==> src/rtl/shaper_peak_ctrl.sv <==
// ---------------------------------------------------------------------------
// shaper_peak_ctrl
// Event controller behind the trapezoidal shaping filter. Arms on a signed
// threshold, tracks each pulse to its maximum, flags pile-up when a pulse
// outlasts max_width, enforces a dead-time holdoff after every event and
// queues {peak, timestamp, pileup} in a show-ahead FIFO drained over
// valid/ready.
//
// Ports
//   clk          sample clock, one filter sample per cycle
//   reset        asynchronous, active-low
//   enable       1 = run detection, 0 = force IDLE (FIFO keeps draining)
//   filter_data  signed shaper output
//   threshold    signed arm level
//   holdoff      dead-time cycles after each event (0 behaves as 1)
//   max_width    pulse length forcing a pile-up exit (0 = disabled)
//   evt_ready    consumer accepts the head event
//   evt_valid    FIFO non-empty
//   evt_peak     head event peak value
//   evt_time     head event timestamp of the peak sample
//   evt_pileup   head event was width-terminated
//   fifo_level   number of stored events
//   overflow_cnt events dropped on a full FIFO (saturating)
//   busy         detector is in TRACK or HOLDOFF
// ---------------------------------------------------------------------------
module shaper_peak_ctrl #(
  parameter int FILTER_W   = 16,
  parameter int TS_W       = 32,
  parameter int FIFO_DEPTH = 8
) (
  input  logic                        clk,
  input  logic                        reset,
  input  logic                        enable,
  input  logic [FILTER_W-1:0]         filter_data,
  input  logic [FILTER_W-1:0]         threshold,
  input  logic [15:0]                 holdoff,
  input  logic [15:0]                 max_width,
  input  logic                        evt_ready,
  output logic                        evt_valid,
  output logic [FILTER_W-1:0]         evt_peak,
  output logic [TS_W-1:0]             evt_time,
  output logic                        evt_pileup,
  output logic [$clog2(FIFO_DEPTH):0] fifo_level,
  output logic [15:0]                 overflow_cnt,
  output logic                        busy
);

  localparam int AW = $clog2(FIFO_DEPTH);
  localparam int LW = AW + 1;

  typedef enum logic [1:0] {
    IDLE    = 2'd0,
    ARMED   = 2'd1,
    TRACK   = 2'd2,
    HOLDOFF = 2'd3
  } state_t;

  state_t              state_r;
  logic                busy_r;
  logic [FILTER_W-1:0] peak_r;
  logic [TS_W-1:0]     peak_time_r;
  logic [TS_W-1:0]     ts_r;
  logic [15:0]         width_r;
  logic [15:0]         hold_cnt_r;

  logic [FILTER_W-1:0] mem_peak_r [FIFO_DEPTH];
  logic [TS_W-1:0]     mem_time_r [FIFO_DEPTH];
  logic                mem_pile_r [FIFO_DEPTH];
  logic [AW-1:0]       wr_ptr_r;
  logic [AW-1:0]       rd_ptr_r;
  logic [LW-1:0]       level_r;
  logic                valid_r;
  logic [15:0]         ovf_r;

  logic                above_s;
  logic                bigger_s;
  logic [15:0]         width_inc_s;
  logic                pile_s;
  logic                push_s;
  logic [15:0]         hold_init_s;
  logic                pop_s;
  logic                full_s;
  logic                wr_en_s;
  logic                drop_s;
  logic [LW-1:0]       level_next_s;

  // Detection decode; all compares are signed at FILTER_W.
  assign above_s     = $signed(filter_data) > $signed(threshold);
  assign bigger_s    = $signed(filter_data) > $signed(peak_r);
  assign width_inc_s = (width_r == 16'hFFFF) ? 16'hFFFF : (width_r + 16'd1);
  // width_inc_s counts the current sample, so the exit fires on the
  // max_width-th sample above threshold; that sample is not folded into peak.
  assign pile_s      = above_s && (max_width != 16'd0) && (width_inc_s >= max_width);
  assign push_s      = enable && (state_r == TRACK) && (!above_s || pile_s);
  assign hold_init_s = (holdoff == 16'd0) ? 16'd1 : holdoff;

  // FIFO handshake decode; a pop frees the slot a same-cycle push needs.
  assign pop_s        = valid_r && evt_ready;
  assign full_s       = (level_r == LW'(FIFO_DEPTH));
  assign wr_en_s      = push_s && (!full_s || pop_s);
  assign drop_s       = push_s && full_s && !pop_s;
  assign level_next_s = (wr_en_s && !pop_s) ? (level_r + LW'(1)) :
                        (!wr_en_s && pop_s) ? (level_r - LW'(1)) : level_r;

  // Free-running timestamp, independent of enable.
  always_ff @(posedge clk or negedge reset) begin
    if (!reset) begin
      ts_r <= '0;
    end else begin
      ts_r <= ts_r + TS_W'(1);
    end
  end

  // Detector FSM: arm, track peak/width, holdoff; busy follows the next state.
  always_ff @(posedge clk or negedge reset) begin
    if (!reset) begin
      state_r     <= IDLE;
      busy_r      <= 1'b0;
      peak_r      <= '0;
      peak_time_r <= '0;
      width_r     <= 16'd0;
      hold_cnt_r  <= 16'd0;
    end else if (!enable) begin
      // Any in-progress pulse is abandoned without a push.
      state_r <= IDLE;
      busy_r  <= 1'b0;
    end else begin
      case (state_r)
        IDLE: begin
          state_r <= ARMED;
          busy_r  <= 1'b0;
        end
        ARMED: begin
          if (above_s) begin
            state_r     <= TRACK;
            busy_r      <= 1'b1;
            peak_r      <= filter_data;
            peak_time_r <= ts_r;
            width_r     <= 16'd1;
          end else begin
            busy_r <= 1'b0;
          end
        end
        TRACK: begin
          busy_r <= 1'b1;
          if (!above_s || pile_s) begin
            state_r    <= HOLDOFF;
            hold_cnt_r <= hold_init_s;
          end else begin
            width_r <= width_inc_s;
            // Strict compare keeps the first occurrence of a tied maximum.
            if (bigger_s) begin
              peak_r      <= filter_data;
              peak_time_r <= ts_r;
            end
          end
        end
        HOLDOFF: begin
          if (hold_cnt_r <= 16'd1) begin
            state_r <= ARMED;
            busy_r  <= 1'b0;
          end else begin
            hold_cnt_r <= hold_cnt_r - 16'd1;
            busy_r     <= 1'b1;
          end
        end
        default: begin
          state_r <= IDLE;
          busy_r  <= 1'b0;
        end
      endcase
    end
  end

  // Event FIFO storage, pointers, level and saturating drop counter.
  always_ff @(posedge clk or negedge reset) begin
    if (!reset) begin
      for (int i = 0; i < FIFO_DEPTH; i++) begin
        mem_peak_r[i] <= '0;
        mem_time_r[i] <= '0;
        mem_pile_r[i] <= 1'b0;
      end
      wr_ptr_r <= '0;
      rd_ptr_r <= '0;
      level_r  <= '0;
      valid_r  <= 1'b0;
      ovf_r    <= 16'd0;
    end else begin
      if (wr_en_s) begin
        mem_peak_r[wr_ptr_r] <= peak_r;
        mem_time_r[wr_ptr_r] <= peak_time_r;
        mem_pile_r[wr_ptr_r] <= above_s;
        wr_ptr_r             <= wr_ptr_r + AW'(1);
      end
      if (pop_s) begin
        rd_ptr_r <= rd_ptr_r + AW'(1);
      end
      level_r <= level_next_s;
      valid_r <= (level_next_s != '0);
      if (drop_s && (ovf_r != 16'hFFFF)) begin
        ovf_r <= ovf_r + 16'd1;
      end
    end
  end

  assign evt_valid    = valid_r;
  assign evt_peak     = mem_peak_r[rd_ptr_r];
  assign evt_time     = mem_time_r[rd_ptr_r];
  assign evt_pileup   = mem_pile_r[rd_ptr_r];
  assign fifo_level   = level_r;
  assign overflow_cnt = ovf_r;
  assign busy         = busy_r;

endmodule

==> config.mk <==
export PLATFORM = sky130hd
export DESIGN_NAME = shaper_peak_ctrl
export DESIGN_NICKNAME = d
export VERILOG_FILES = /design/src/rtl/shaper_peak_ctrl.sv
export SDC_FILE = /design/constraint.sdc
export NUM_CORES = 1
export LEC_CHECK = 0
export ABC_AREA = 1
export CORE_ASPECT_RATIO = 0.6
export CORE_MARGIN = 5
export CORE_UTILIZATION = 50
export DETAILED_ROUTE_END_ITERATION = 16
export PLACE_DENSITY = 0.66
export SLEW_MARGIN = 5
export SYNTH_ARGS = -nofsm -noshare
export SYNTH_HDL_FRONTEND = slang
export SYNTH_SLANG_ARGS = --single-unit
export TNS_END_PERCENT = 20
==> constraint.sdc <==
create_clock -name clk -period 4.3 [get_ports clk]
set_input_delay 1.075 -clock clk [delete_from_list [all_inputs] [get_ports clk]]
set_output_delay 1.075 -clock clk [all_outputs]
set_load 0.01 [all_outputs]
==> results of run 1 <==
## state kept, by name (all words and copies together) (netlist names)
| signal | count |
|---|---|
| state_r | 2 |
| peak_time_r | 32 |
| width_r | 16 |
| mem_pile_r | 8 |
| evt_valid | 1 |
| mem_peak_r | 128 |
| wr_ptr_r | 3 |
| rd_ptr_r | 3 |
| overflow_cnt | 16 |
| mem_time_r | 256 |
| peak_r | 16 |
| hold_cnt_r | 16 |
| fifo_level | 4 |
| ts_r | 32 |
| busy | 1 |
## power by group through the flow
stage               Clock (uW)  Combinational, uW  Sequential [uW]
floorplan                    0               5400             7170
global placement             0               8170             7710
detailed placement           0               8350             7770
CTS                       4710               8410             7680
global route              4940               9520             7880
finish                    4640               8540             7690
## final cells by class
| class | count | area [um2] |
|---|---|---|
| Sequential cell | 534 | 13400 |
| Fill cell | 4650 | 21900 |
| Clock buffer | 73 | 1500 |
| Tap cell | 703 | 880 |
| Multi-Input combinational cell | 2246 | 11000 |
| Clock inverter | 19 | 210 |
| Timing Repair inverter | 1 | 7.51 |
| Inverter | 348 | 1320 |
| Timing Repair Buffer | 219 | 2430 |
## logic make-up after synthesis
family                     after synthesis  synth area share, %
DFF                                    534                 50.2
adders and majority gates               62                 2.91
xor gates and xnor gates                57                 1.88
AOI/OAI and AO/OA                      950                 18.5
buffers and inverters                  590                 8.80
and+or+nand+nor                       1177                 17.7
## cell usage in the layout, fill, tap and decap left out, types with 13 or more instances in the layout
cell,Yosys,routed
nand2_1,909,907
o21ai_0,608,607
dfrtp_1,534,532
inv_1,341,337
a21oi_1,226,226
clkdlybuf4s50_1,0,137
nor2_1,126,124
nand3_1,69,68
ha_1,62,62
clkbuf_16,0,57
a31oi_1,54,54
xor2_1,47,47
buf_4,14,46
o21a_1,30,30
buf_12,0,26
nor3_1,22,21
o21ai_1,17,18
clkinv_2,0,15
nand4_1,14,14
nor4_1,14,13
## per-stage QoR
step	instances	utilization, %	setup slack, ns	hold WS [ns]
6_report	4143	58.3	0.172	0.468
3_3_place_gp	4036	54.5	0.148	0.456
3_5_place_dp	4036	54.5	0.148	0.458
4_1_cts	4128	57.8	0.0482	0.471
5_1_grt	4143	58.3	-0.0000195	0.497
2_1_floorplan	3370	-	0.733	0.436
## path summary, 6_finish.rpt
check / start / end / slack (ns) / cells after the start
max in group asynchronous: reset / mem_time_r[196] / 2.78 / 2
min in group asynchronous: reset / width_r[9] / 0.51 / 1
max: rd_ptr_r[0] / evt_peak[5] / 0.17 / 7
max reg2reg: width_r[1] / mem_peak_r[31] / 0.26 / 26
min: ts_r[30] / ts_r[30] / 0.47 / 1
min reg2reg: ts_r[30] / ts_r[30] / 0.47 / 1
## synthesized netlist by cell type (2+ instances only)
cell type / number
o211ai_1: 3
nor2_2: 4
o21bai_1: 2
xnor2_1: 10
nor4_1: 14
clkbuf_1: 167
a211oi_1: 2
a31oi_1: 54
a21o_1: 2
nor2_4: 4
buf_1: 26
inv_1: 341
dfrtp_1: 534
nand3_1: 69
o21a_1: 30
xor2_1: 47
buf_2: 29
inv_2: 5
nand4_1: 14
clkinv_1: 2
a21oi_1: 226
buf_4: 14
o221ai_1: 2
nand3b_1: 2
nand2_1: 909
nor3_1: 22
o21ai_1: 17
or2_2: 6
nor2_1: 126
ha_1: 62
o21ai_0: 608
buf_6: 5
nand3_2: 2
## routing by layer
metal  routed length, um  vias to the layer above  track usage (%)
met4                1380                        0             5.38
met5                   0                        -                0
li1                    -                    10959                -
met3                6290                      102             4.35
met2               32400                      891             37.6
met1               36600                    11253             40.0
## repair_timing
item,CTS,global route
buffers inserted,0,8
setup endpoints to repair,0,339
resized for setup,0,15
## critical path, cell delays in order (launching register included)
cell             delay (ns)
dfrtp_4                0.61
inv_8                  0.30
buf_4                  0.34
o21ai_0                0.13
nand2_1                0.08
nor2_1                 0.04
a31oi_1                0.28
clkdlybuf4s50_1        0.65
==> flow_metrics.py, run 1 <==
metrics = {
    "layout": {
        "layout-drive-gt1-share_pct": 5.96,
        "fin_nets": 3531,
        "area_growth_pct": 15.3,
        "insertedDiodeCount": 0,
        "design_area_um2": 30700,
    },
    "placed_design": {
        "io_buffers": 138,
        "dpl_cell_area_um2": 28700,
        "post-dp-hpwl_um": 48500,
        "place_congestion": 0.870,
    },
    "clock_tree": {
        "clkTransAtPathRegs_ns": 0.07,
        "cts_root_buf": "clkbuf_16",
        "clkLatencyLatePin_ns": 0.59,
        "cts_tree": "built",
        "htree_levels": 2,
        "cts_hold_buffers": 0,
        "max-clock-path-buffers": 3,
        "cts.sinks": 534,
        "cts_buffers": 51,
    },
    "die": {
        "initial_utilization_pct": 50.6,
        "die_area_um2": 58100,
        "die-width_um": 308,
        "die_h_um": 189,
        "io_pins": 139,
        "design.core.area_um2": 52600,
        "rows": 65,
    },
    "routing": {
        "drcViolationCount": 0,
        "drt_iter0_markers": 2525,
        "dr.pass1.iters": 6,
        "routedWlPerCell_um": 18.5,
        "detail_route.vias_per_cell": 5.60,
        "dr_total_vias": 23205,
        "postRouteWirelength_um": 76700,
        "final_antenna_net_count": 0,
    },
    "logic_synthesis": {
        "synth.net_count": 3500,
        "avgSynthCellArea_um2": 7.90,
        "synthCells": 3370,
        "synth_edf_count": 0,
        "synth_top_flop_cell": "dfrtp_1",
        "async_flop_share_pct": 100,
        "synth_sequential_area_ratio_pct": 50.2,
        "synth.area.top_cells": "dfrtp_1, nand2_1, o21ai_0, inv_1, a21oi_1",
        "synth_top_area_share_pct": 50.2,
        "yosys_register_bits": 534,
        "synth_area_um2": 26600,
        "yosysWarningCount": 0,
        "yosysTopAreaCell": "dfrtp_1",
        "synth_cell_types": 43,
    },
    "power_and_ir_drop": {
        "power.density_nw_per_um2": 680,
        "p_int_uw": 12400,
        "total_leakage_power_uw": 0.0151,
        "power_frac_seq_pct": 36.9,
        "power.switching_uw": 8460,
        "comb_power_share_pct": 40.9,
        "ir_drop_uv": 390,
        "finalPower_uw": 20900,
        "p_clk_share_pct": 22.2,
        "switching_share_pct": 40.5,
    },
    "flow_run": {
        "maxCapViolCount": 0,
    },
    "critical_path": {
        "worstSetupStartpointType": "flop",
        "crit_required_ns": 3.22,
        "crit_fanout": 52,
        "worstSetupPathType": "reg -> out",
        "cp.arrival_ns": 3.05,
        "end_kind": "primary output",
    },
    "global_routing": {
        "grt_max_degree": 117,
        "grt_pass1_vias": 22427,
        "grt_usage_pct": 25.6,
        "grt_pass1_wl_um": 122000,
        "antenna_found_initial": 0,
        "grt_overflow": 0,
    },
    "status": {
        "status": "completed",
    },
    "sta": {
        "slew_viol_final": 0,
        "hold_viol": 0,
        "tightest_slew_ns": 1.00,
        "slew_headroom_pct": 33.2,
        "finalCriticalPeriod_ns": 4.13,
        "finalSetupTns_ns": 0,
        "period_share_pct": 96.0,
        "setup_viol": 0,
        "clock_skew_ns": 0.0259,
        "fmax_mhz": 242,
    },
    "min_path": {
        "hold_path_class": "reg -> reg",
    },
}
No activity file was read; power rests on OpenSTA's default activity.
==> inputs of run 2 (changes only) <==
Settings changed: TNS_END_PERCENT 20 to 10.
==> results of run 2 <==
Final layout, timing and power as in run 1 (identical DEF).
==> inputs of run 3 (changes only) <==
Settings changed: CAP_MARGIN from default to 15.
==> results of run 3 <==
Final layout, timing and power as in run 1 (identical DEF).
